File: src/rtl/pedal_chain_sequencer.sv
`default_nettype none
`timescale 1ns/1ps
// +----------------------------------------------------------------------------+
// | Module   : pedal_chain_sequencer                                           |
// | Purpose  : Per-sample FSM that runs enabled effect stages strictly in order |
// | Option   : CHAIN_TIMEOUT_EN adds per-stage hang detection (stage_err).      |
// | Revision : 1.0 - initial release                                           |
// +----------------------------------------------------------------------------+
module pedal_chain_sequencer #(
  parameter int NUM_STAGES     = 4,
  parameter int DATA_W         = 16,
  parameter int TIMEOUT_CYCLES = 1024
) (
  input  logic                         Clk,
  input  logic                         Reset,
  input  logic                         sample_strobe,
  input  logic [DATA_W-1:0]            Signal_in,
  input  logic [NUM_STAGES-1:0]        stage_en,
  output logic [DATA_W-1:0]            stage_in,
  output logic [NUM_STAGES-1:0]        stage_start,
  input  logic [NUM_STAGES-1:0]        stage_done,
  input  logic [NUM_STAGES*DATA_W-1:0] stage_result,
  output logic [DATA_W-1:0]            Signal_out,
  output logic                         out_valid,
  output logic                         busy,
  output logic                         overrun,
  output logic [NUM_STAGES-1:0]        stage_err
);

  localparam int IDX_W = $clog2(NUM_STAGES + 1);
  localparam int SEL_W = (NUM_STAGES > 1) ? $clog2(NUM_STAGES) : 1;
  localparam logic [IDX_W-1:0] c_IDX_END = IDX_W'(NUM_STAGES);

  localparam logic [2:0] c_ST_IDLE   = 3'd0;
  localparam logic [2:0] c_ST_SCAN   = 3'd1;
  localparam logic [2:0] c_ST_ISSUE  = 3'd2;
  localparam logic [2:0] c_ST_WAIT   = 3'd3;
  localparam logic [2:0] c_ST_FINISH = 3'd4;

  logic [2:0]            r_state;
  logic [2:0]            w_next;
  logic [IDX_W-1:0]      r_idx;
  logic [SEL_W-1:0]      w_sel;
  logic [DATA_W-1:0]     r_work;
  logic [DATA_W-1:0]     r_sig_out;
  logic [NUM_STAGES-1:0] r_en_lat;
  logic                  r_out_valid;
  logic                  r_overrun;
  logic [DATA_W-1:0]     w_res [NUM_STAGES];
  logic                  w_done;
  logic                  w_tmo;

  if (TIMEOUT_CYCLES < 2) begin : g_bad_timeout
    $error("pedal_chain_sequencer: TIMEOUT_CYCLES must be at least 2");
  end

  for (genvar g = 0; g < NUM_STAGES; g++) begin : g_unpack
    assign w_res[g] = stage_result[g*DATA_W +: DATA_W];
  end

  // idx only addresses a stage while below NUM_STAGES, so the low bits suffice
  assign w_sel  = r_idx[SEL_W-1:0];
  assign w_done = stage_done[w_sel];

`ifdef CHAIN_TIMEOUT_EN
  localparam int TCNT_W = $clog2(TIMEOUT_CYCLES + 1);
  localparam logic [TCNT_W-1:0] c_TCNT_LAST = TCNT_W'(TIMEOUT_CYCLES - 1);

  logic [TCNT_W-1:0]     r_tcnt;
  logic [NUM_STAGES-1:0] r_err;

  // done in the same cycle as the last count wins over the timeout
  assign w_tmo = (r_tcnt == c_TCNT_LAST) && !w_done;

  always_ff @(posedge Clk) begin
    if (Reset) begin
      r_tcnt <= '0;
      r_err  <= '0;
    end else if (r_state == c_ST_ISSUE) begin
      r_tcnt <= '0;
    end else if (r_state == c_ST_WAIT) begin
      r_tcnt <= r_tcnt + 1'b1;
      if (w_tmo) r_err[w_sel] <= 1'b1;
    end
  end

  assign stage_err = r_err;
`else
  assign w_tmo     = 1'b0;
  assign stage_err = '0;
`endif

  always_ff @(posedge Clk) begin
    if (Reset) r_state <= c_ST_IDLE;
    else       r_state <= w_next;
  end

  always_comb begin
    w_next = r_state;
    case (r_state)
      c_ST_IDLE:   if (sample_strobe) w_next = c_ST_SCAN;
      c_ST_SCAN: begin
        if (r_idx == c_IDX_END)   w_next = c_ST_FINISH;
        else if (r_en_lat[w_sel]) w_next = c_ST_ISSUE;
      end
      c_ST_ISSUE:  w_next = c_ST_WAIT;
      c_ST_WAIT:   if (w_done || w_tmo) w_next = c_ST_SCAN;
      c_ST_FINISH: w_next = c_ST_IDLE;
      default:     w_next = c_ST_IDLE;
    endcase
  end

  // start is gated by Reset so an abort never leaks a pulse in the reset cycle
  always_comb begin
    stage_start = '0;
    busy        = (r_state != c_ST_IDLE);
    if ((r_state == c_ST_ISSUE) && !Reset) stage_start[w_sel] = 1'b1;
  end

  always_ff @(posedge Clk) begin
    if (Reset) begin
      r_work      <= '0;
      r_en_lat    <= '0;
      r_idx       <= '0;
      r_sig_out   <= '0;
      r_out_valid <= 1'b0;
      r_overrun   <= 1'b0;
    end else begin
      r_out_valid <= 1'b0;
      r_overrun   <= sample_strobe && (r_state != c_ST_IDLE);
      case (r_state)
        c_ST_IDLE: begin
          if (sample_strobe) begin
            r_work   <= Signal_in;
            r_en_lat <= stage_en;
            r_idx    <= '0;
          end
        end
        c_ST_SCAN: begin
          if ((r_idx != c_IDX_END) && !r_en_lat[w_sel]) r_idx <= r_idx + 1'b1;
        end
        c_ST_WAIT: begin
          if (w_done) begin
            r_work <= w_res[w_sel];
            r_idx  <= r_idx + 1'b1;
          end else if (w_tmo) begin
            r_idx  <= r_idx + 1'b1;
          end
        end
        c_ST_FINISH: begin
          r_sig_out   <= r_work;
          r_out_valid <= 1'b1;
        end
        default: ;
      endcase
    end
  end

  assign stage_in   = r_work;
  assign Signal_out = r_sig_out;
  assign out_valid  = r_out_valid;
  assign overrun    = r_overrun;

endmodule
`default_nettype wire

File: config.mk
export PLATFORM = sky130hd
export DESIGN_NAME = pedal_chain_sequencer
export DESIGN_NICKNAME = d
export VERILOG_FILES = /design/src/rtl/pedal_chain_sequencer.sv
export SDC_FILE = /design/constraint.sdc
export NUM_CORES = 1
export LEC_CHECK = 0
export ABC_CLOCK_PERIOD_IN_PS = 2800
export CORE_MARGIN = 2
export CORE_UTILIZATION = 38
export DETAILED_ROUTE_END_ITERATION = 16
export GPL_TIMING_DRIVEN = 0
export PLACE_DENSITY_LB_ADDON = 0.3
export SYNTH_ARGS = -nofsm -noshare
export SYNTH_HDL_FRONTEND = slang
export SYNTH_SLANG_ARGS = --single-unit
File: constraint.sdc
create_clock -name Clk -period 2.8 [get_ports Clk]
set_clock_uncertainty 0.2 [all_clocks]
set_input_delay 0.28 -clock Clk [delete_from_list [all_inputs] [get_ports Clk]]
set_output_delay 0.28 -clock Clk [all_outputs]
set_load 0.02 [all_outputs]
Word-level counts from Yosys, hierarchy flattened. Cells that the tools add are included.

Register bits: 44. Output and inout bits: 43. Logic and storage cells: 59. Bits of input ports: 91.

Mux-type cells: 23. Order comparisons: 3. Equality and inequality tests: 10. Add/subtract/negate cells: 1. Bitwise logic cells: 1. Reductions and logical operators: 14.

Operators by type and width (number): $mux 16 (4); $bmux 16 s2 (1); $pmux 16 s2 (1); $mux 3 (7); $pmux 3 s4 (1); $pmux 3 s3 (1); $eq 3x2->1 const B (2); $eq 3x3->1 const B (2); $ne 2x2->1 const B (3); $ne 3x3->1 const B (2); $reduce_and 3->1 (2); $reduce_bool 3->1 (2); $bmux 1 s2 (2); $logic_and 1x1->1 (4); $mux 1 (4); $mux 4 (1); $reduce_and 4->1 (1); $add 3x1->3 const B (1); $eq 3x1->1 const B (1); $ge 3x3->1 const B (1); $logic_not 3->1 (1); $lt 2x3->1 const B (1); $not 2->3 (1); $demux 1 s2 (1); other kinds (4) (5).

Logic depth before layout (Yosys ltp).
Depth after elaboration: 6. Depth in mapped cells: 8. Mapped depth without buffers: 6.

Least setup slack after synthesis. No wires, ideal clock.

Path kind: reg-to-reg. Start point: register r_idx[1]. End point: register r_idx[2]. Cell stages (with the launch flop): 9. Buffers on the path: 2. Clock period less this slack: 2.465 ns. Arrival: 2.190 ns. Path slack: 0.335 ns. Data required time: 2.526 ns. Library setup time: 0.074 ns. Cell sequence: dfxtp_1 -> buf_2 -> buf_1 -> inv_1 -> ha_1 -> a21o_1 -> a2bb2oi_1 -> or4b_1 -> a31oi_1.

Word-level cells in the longest chain between the ends: 6. Elaborated cells between the ends (all ways): 14. Those cells by class: add/sub: 1; eq/ne: 3; mux: 7; reduce/logical: 3.

RTL lines: from (decl) (RTL line 42) `logic [IDX_W-1:0] r_idx;`; from (signal assigned) (RTL line 140) `if ((r_idx != c_IDX_END) && !r_en_lat[w_sel]) r_idx <= r_idx + 1'b1;`; from (signal assigned) (RTL line 145) `r_idx <= r_idx + 1'b1;`; from (signal assigned) (RTL line 147) `r_idx <= r_idx + 1'b1;`; $bmux 1 s2 (RTL line 140); $mux 1 (implied by the code) (RTL line 140); $logic_not 1->1 (RTL line 140); $logic_and 1x1->1 (RTL line 140); $ne 2x2->1 (no line); $reduce_and 4->1 (no line).

Parallel ways exist; a longest one is shown, timed or not. The select of a mux whose other input is x is not followed. A chain may end at the register's enable or synchronous reset.

Worst setup path after layout.
Start point: input Reset. End point: output stage_start[2].

Word-level cells in the longest chain between the ends: 3.

RTL lines: from (decl) (RTL line 15) `input logic Reset,`; $logic_not 1->1 (RTL line 117) `if ((r_state == c_ST_ISSUE) && !Reset) stage_start[w_sel] = 1'b1;`; $logic_and 1x1->1 (RTL line 117); $mux 4 (RTL line 117); to (decl) (RTL line 20) `output logic [NUM_STAGES-1:0] stage_start,`.

No other way between the ends.

==> metrics.txt <==
initial antenna violation count=0; IO Pins=134; critical path, cell by cell=clkdlybuf4s50_1 -> clkbuf_1 -> nor4_1 -> and2_1 -> clkdlybuf4s50_1; Netlist cell types=33; Port-buffer cells=129; Final Critical Period=2720 ps; Syn Inst Count=260; fin util=0.644; Syn Std Cell Area=0.00232 sq mm; layout cells sized above 1=0.0980; cts hold-fix bufs=0; fin crit share=0.972; CTS buffer count=5; Setup CP Type=in -> out; ys flop type=dfxtp_1; first-pass GRT wire length=10200 microns; pins over their slew limit=0; CP Launch Point=Reset; CTS tree=yes; Final Hold Viols=0; Reg2Reg Setup Slack=270 ps; drt total wl=6800 microns; GRT Total Usage=0.201; largest net degree at the start of global routing=20; Reg2Reg Capture Point=r_idx[2]$_SDFFE_PP0P_; Design Area, Final=0.00381 sq mm; max frequency=367 MHz; RePlAce Congestion=0.826; # setup viols final=0; number of synthesized flops with an enable pin=0; clk_lat worst skew=310 ps; Slew Limit Headroom=0.518; WL per Instance=14.4 microns; CTS max path bufs=2; Syn Area/Cell=8.91 sq um; CP Data Arrival Time=2240 ps; vias per cell=5.12; site row count=28; critical path endpoint category=output port; GRT met2 Usage=0.337; die height=82.1 microns; RSZ-0062 raised after global routing=false; Worst VDD drop=0.207 mV; Min Hold Slack=255 ps; synth warn=0; R2R cell count=7; CP max stage cell=clkdlybuf4s50_1; Least-Margin Pin Slew=722 ps; Core ar.=0.00592 sq mm; drc violations=0; PwrDens=419 mW/mm^2; Die ar.=0.00674 sq mm; met3 usage=0.0348; 1st-pass router iterations=4; Worst R2R Start=r_idx[1]$_SDFFE_PP0P_; Max Cap Viol=0; dpl cell area=0.00371 sq mm; setup TNS=0 ps; Top Usage Layer GRT=met2; DIE WIDTH=82.1 microns; Remaining Overflow, GRT=0; clock root cell=clkbuf_8; crit path max fanout=10; Hold WC Path Type=reg -> reg; Nets=492; register area share after synthesis=0.380; outcome=finished, final reports clean; initial DRC count=154; CP startpoint kind=primary input; Area Growth Syn to Fin=64.5%; routing usage on met1=0.257; Pleak=1.37 nW; routed via count=2421; CTS clock-pin slew for the worst setup and hold paths=80 ps; number of fill cells in the layout=513; number of global-route vias before repair=2164; Most Frequent Cell on Critical Path=clkdlybuf4s50_1; CP endpoint=stage_start[2]; Synth async-reset ratio=0; Worst Path Required=2320 ps; total clock sinks=44; Initial Utilization=0.391; antenna-violating nets left=0; count of state elements after synthesis=44; # diodes=0; Post-DP HPWL=5720 microns; H-tree Lvls=2; slowest stage delay, CP=600 ps
==> sequential cells by signal (all words and copies together) (netlist names) <==
name        cells
Signal_out     16
out_valid       1
overrun         1
r_en_lat        4
r_idx           3
r_state         3
stage_in       16
==> layout make-up <==
cell class | count | area, sq um | area share
Buffer | 25 | 126 | 0.0331
Tap cell | 75 | 93.8 | 0.0246
Clock buffer | 6 | 72.6 | 0.0190
Inverter | 4 | 15.0 | 0.00394
Sequential cell | 44 | 881 | 0.231
Multi-Input combinational cell | 188 | 1300 | 0.340
Clock inverter | 2 | 35.0 | 0.00919
Timing Repair Buffer | 129 | 1290 | 0.339
==> power by group <==
part	switching, mW	total (mW)	internal, mW
Combinational	0.177	0.430	0.254
Sequential	0.0275	0.685	0.657
Clock	0.219	0.484	0.265
==> worst min path at each step <==
stage                                            from  slack, ps                     endpoint  depth (start not counted)
final                      Signal_out[3]$_SDFFE_PP0P_        260   Signal_out[3]$_SDFFE_PP0P_                          2
after global routing      Signal_out[14]$_SDFFE_PP0P_        280  Signal_out[14]$_SDFFE_PP0P_                          2
after CTS                  Signal_out[6]$_SDFFE_PP0P_        260   Signal_out[6]$_SDFFE_PP0P_                          2
after detailed placement   Signal_out[6]$_SDFFE_PP0P_        250   Signal_out[6]$_SDFFE_PP0P_                          2
after global placement     Signal_out[6]$_SDFFE_PP0P_        240   Signal_out[6]$_SDFFE_PP0P_                          2
after floorplan                           stage_en[0]        220     r_en_lat[0]$_SDFFE_PP0P_                          2
==> cell families (layout without fill, tap and decap cells) <==
| group | Yosys count | count (layout) | synth area share |
|---|---|---|---|
| AND/OR/NAND/NOR | 113 | 113 | 0.211 |
| AO/OA/AOI/OAI | 48 | 48 | 0.140 |
| flip-flops | 44 | 44 | 0.380 |
| buffers and inverters | 31 | 166 | 0.0648 |
| multiplexers | 19 | 19 | 0.181 |
| adder cells (fa/ha/maj) | 4 | 4 | 0.0216 |
| other | 1 | 4 | 0.00162 |
==> cell usage in the layout, fill, tap and decap left out, drive strengths merged, types with 3 or more instances in the layout <==
master,instances
clkdlybuf4s50,129
nand2,75
dfxtp,44
a21oi,22
nor2,19
mux4,18
clkbuf,18
a311oi,16
buf,13
and2,5
inv,4
ha,4
conb,4
nor3,3
==> metrics by stage <==
| stage | setup slack (ps) | instances | total power [mW] |
|---|---|---|---|
| floorplan | 335 | 263 | 0.911 |
| global placement | -0.937 | 467 | 1.13 |
| detailed placement | -80.8 | 467 | 1.14 |
| CTS | 109 | 473 | 1.61 |
| global route | 6.08 | 473 | 1.67 |
| finish | 78.3 | 473 | 1.60 |
==> layer usage <==
metal,part of all wire,up-vias
met4,0.022,0
met2,0.49,110
li1,-,1189
met1,0.43,1108
met5,0,-
met3,0.066,14
==> critical path, delay by kind of cell <==
| kind | cells | cell delay, ps |
|---|---|---|
| buffers and inverters | 3 | 1260 |
| and+or+nand+nor | 2 | 710 |
==> cells in the mapped netlist (all sizes together), types with 3 or more instances <==
library cell,count,area (sq um)
nand2,75,282
dfxtp,44,881
a21oi,22,110
nor2,19,71.3
mux4,18,409
a311oi,16,140
buf,15,90.1
clkbuf,12,45.0
and2,5,31.3
ha,4,50.1
inv,4,15.0
nor3,3,15.0
==> timing repair <==
item / CTS / global route
setup buffers: 0 / 0
resized for setup: 0 / 0
setup endpoints to repair: 5 / 0
No activity file was read; power rests on OpenSTA's default activity.
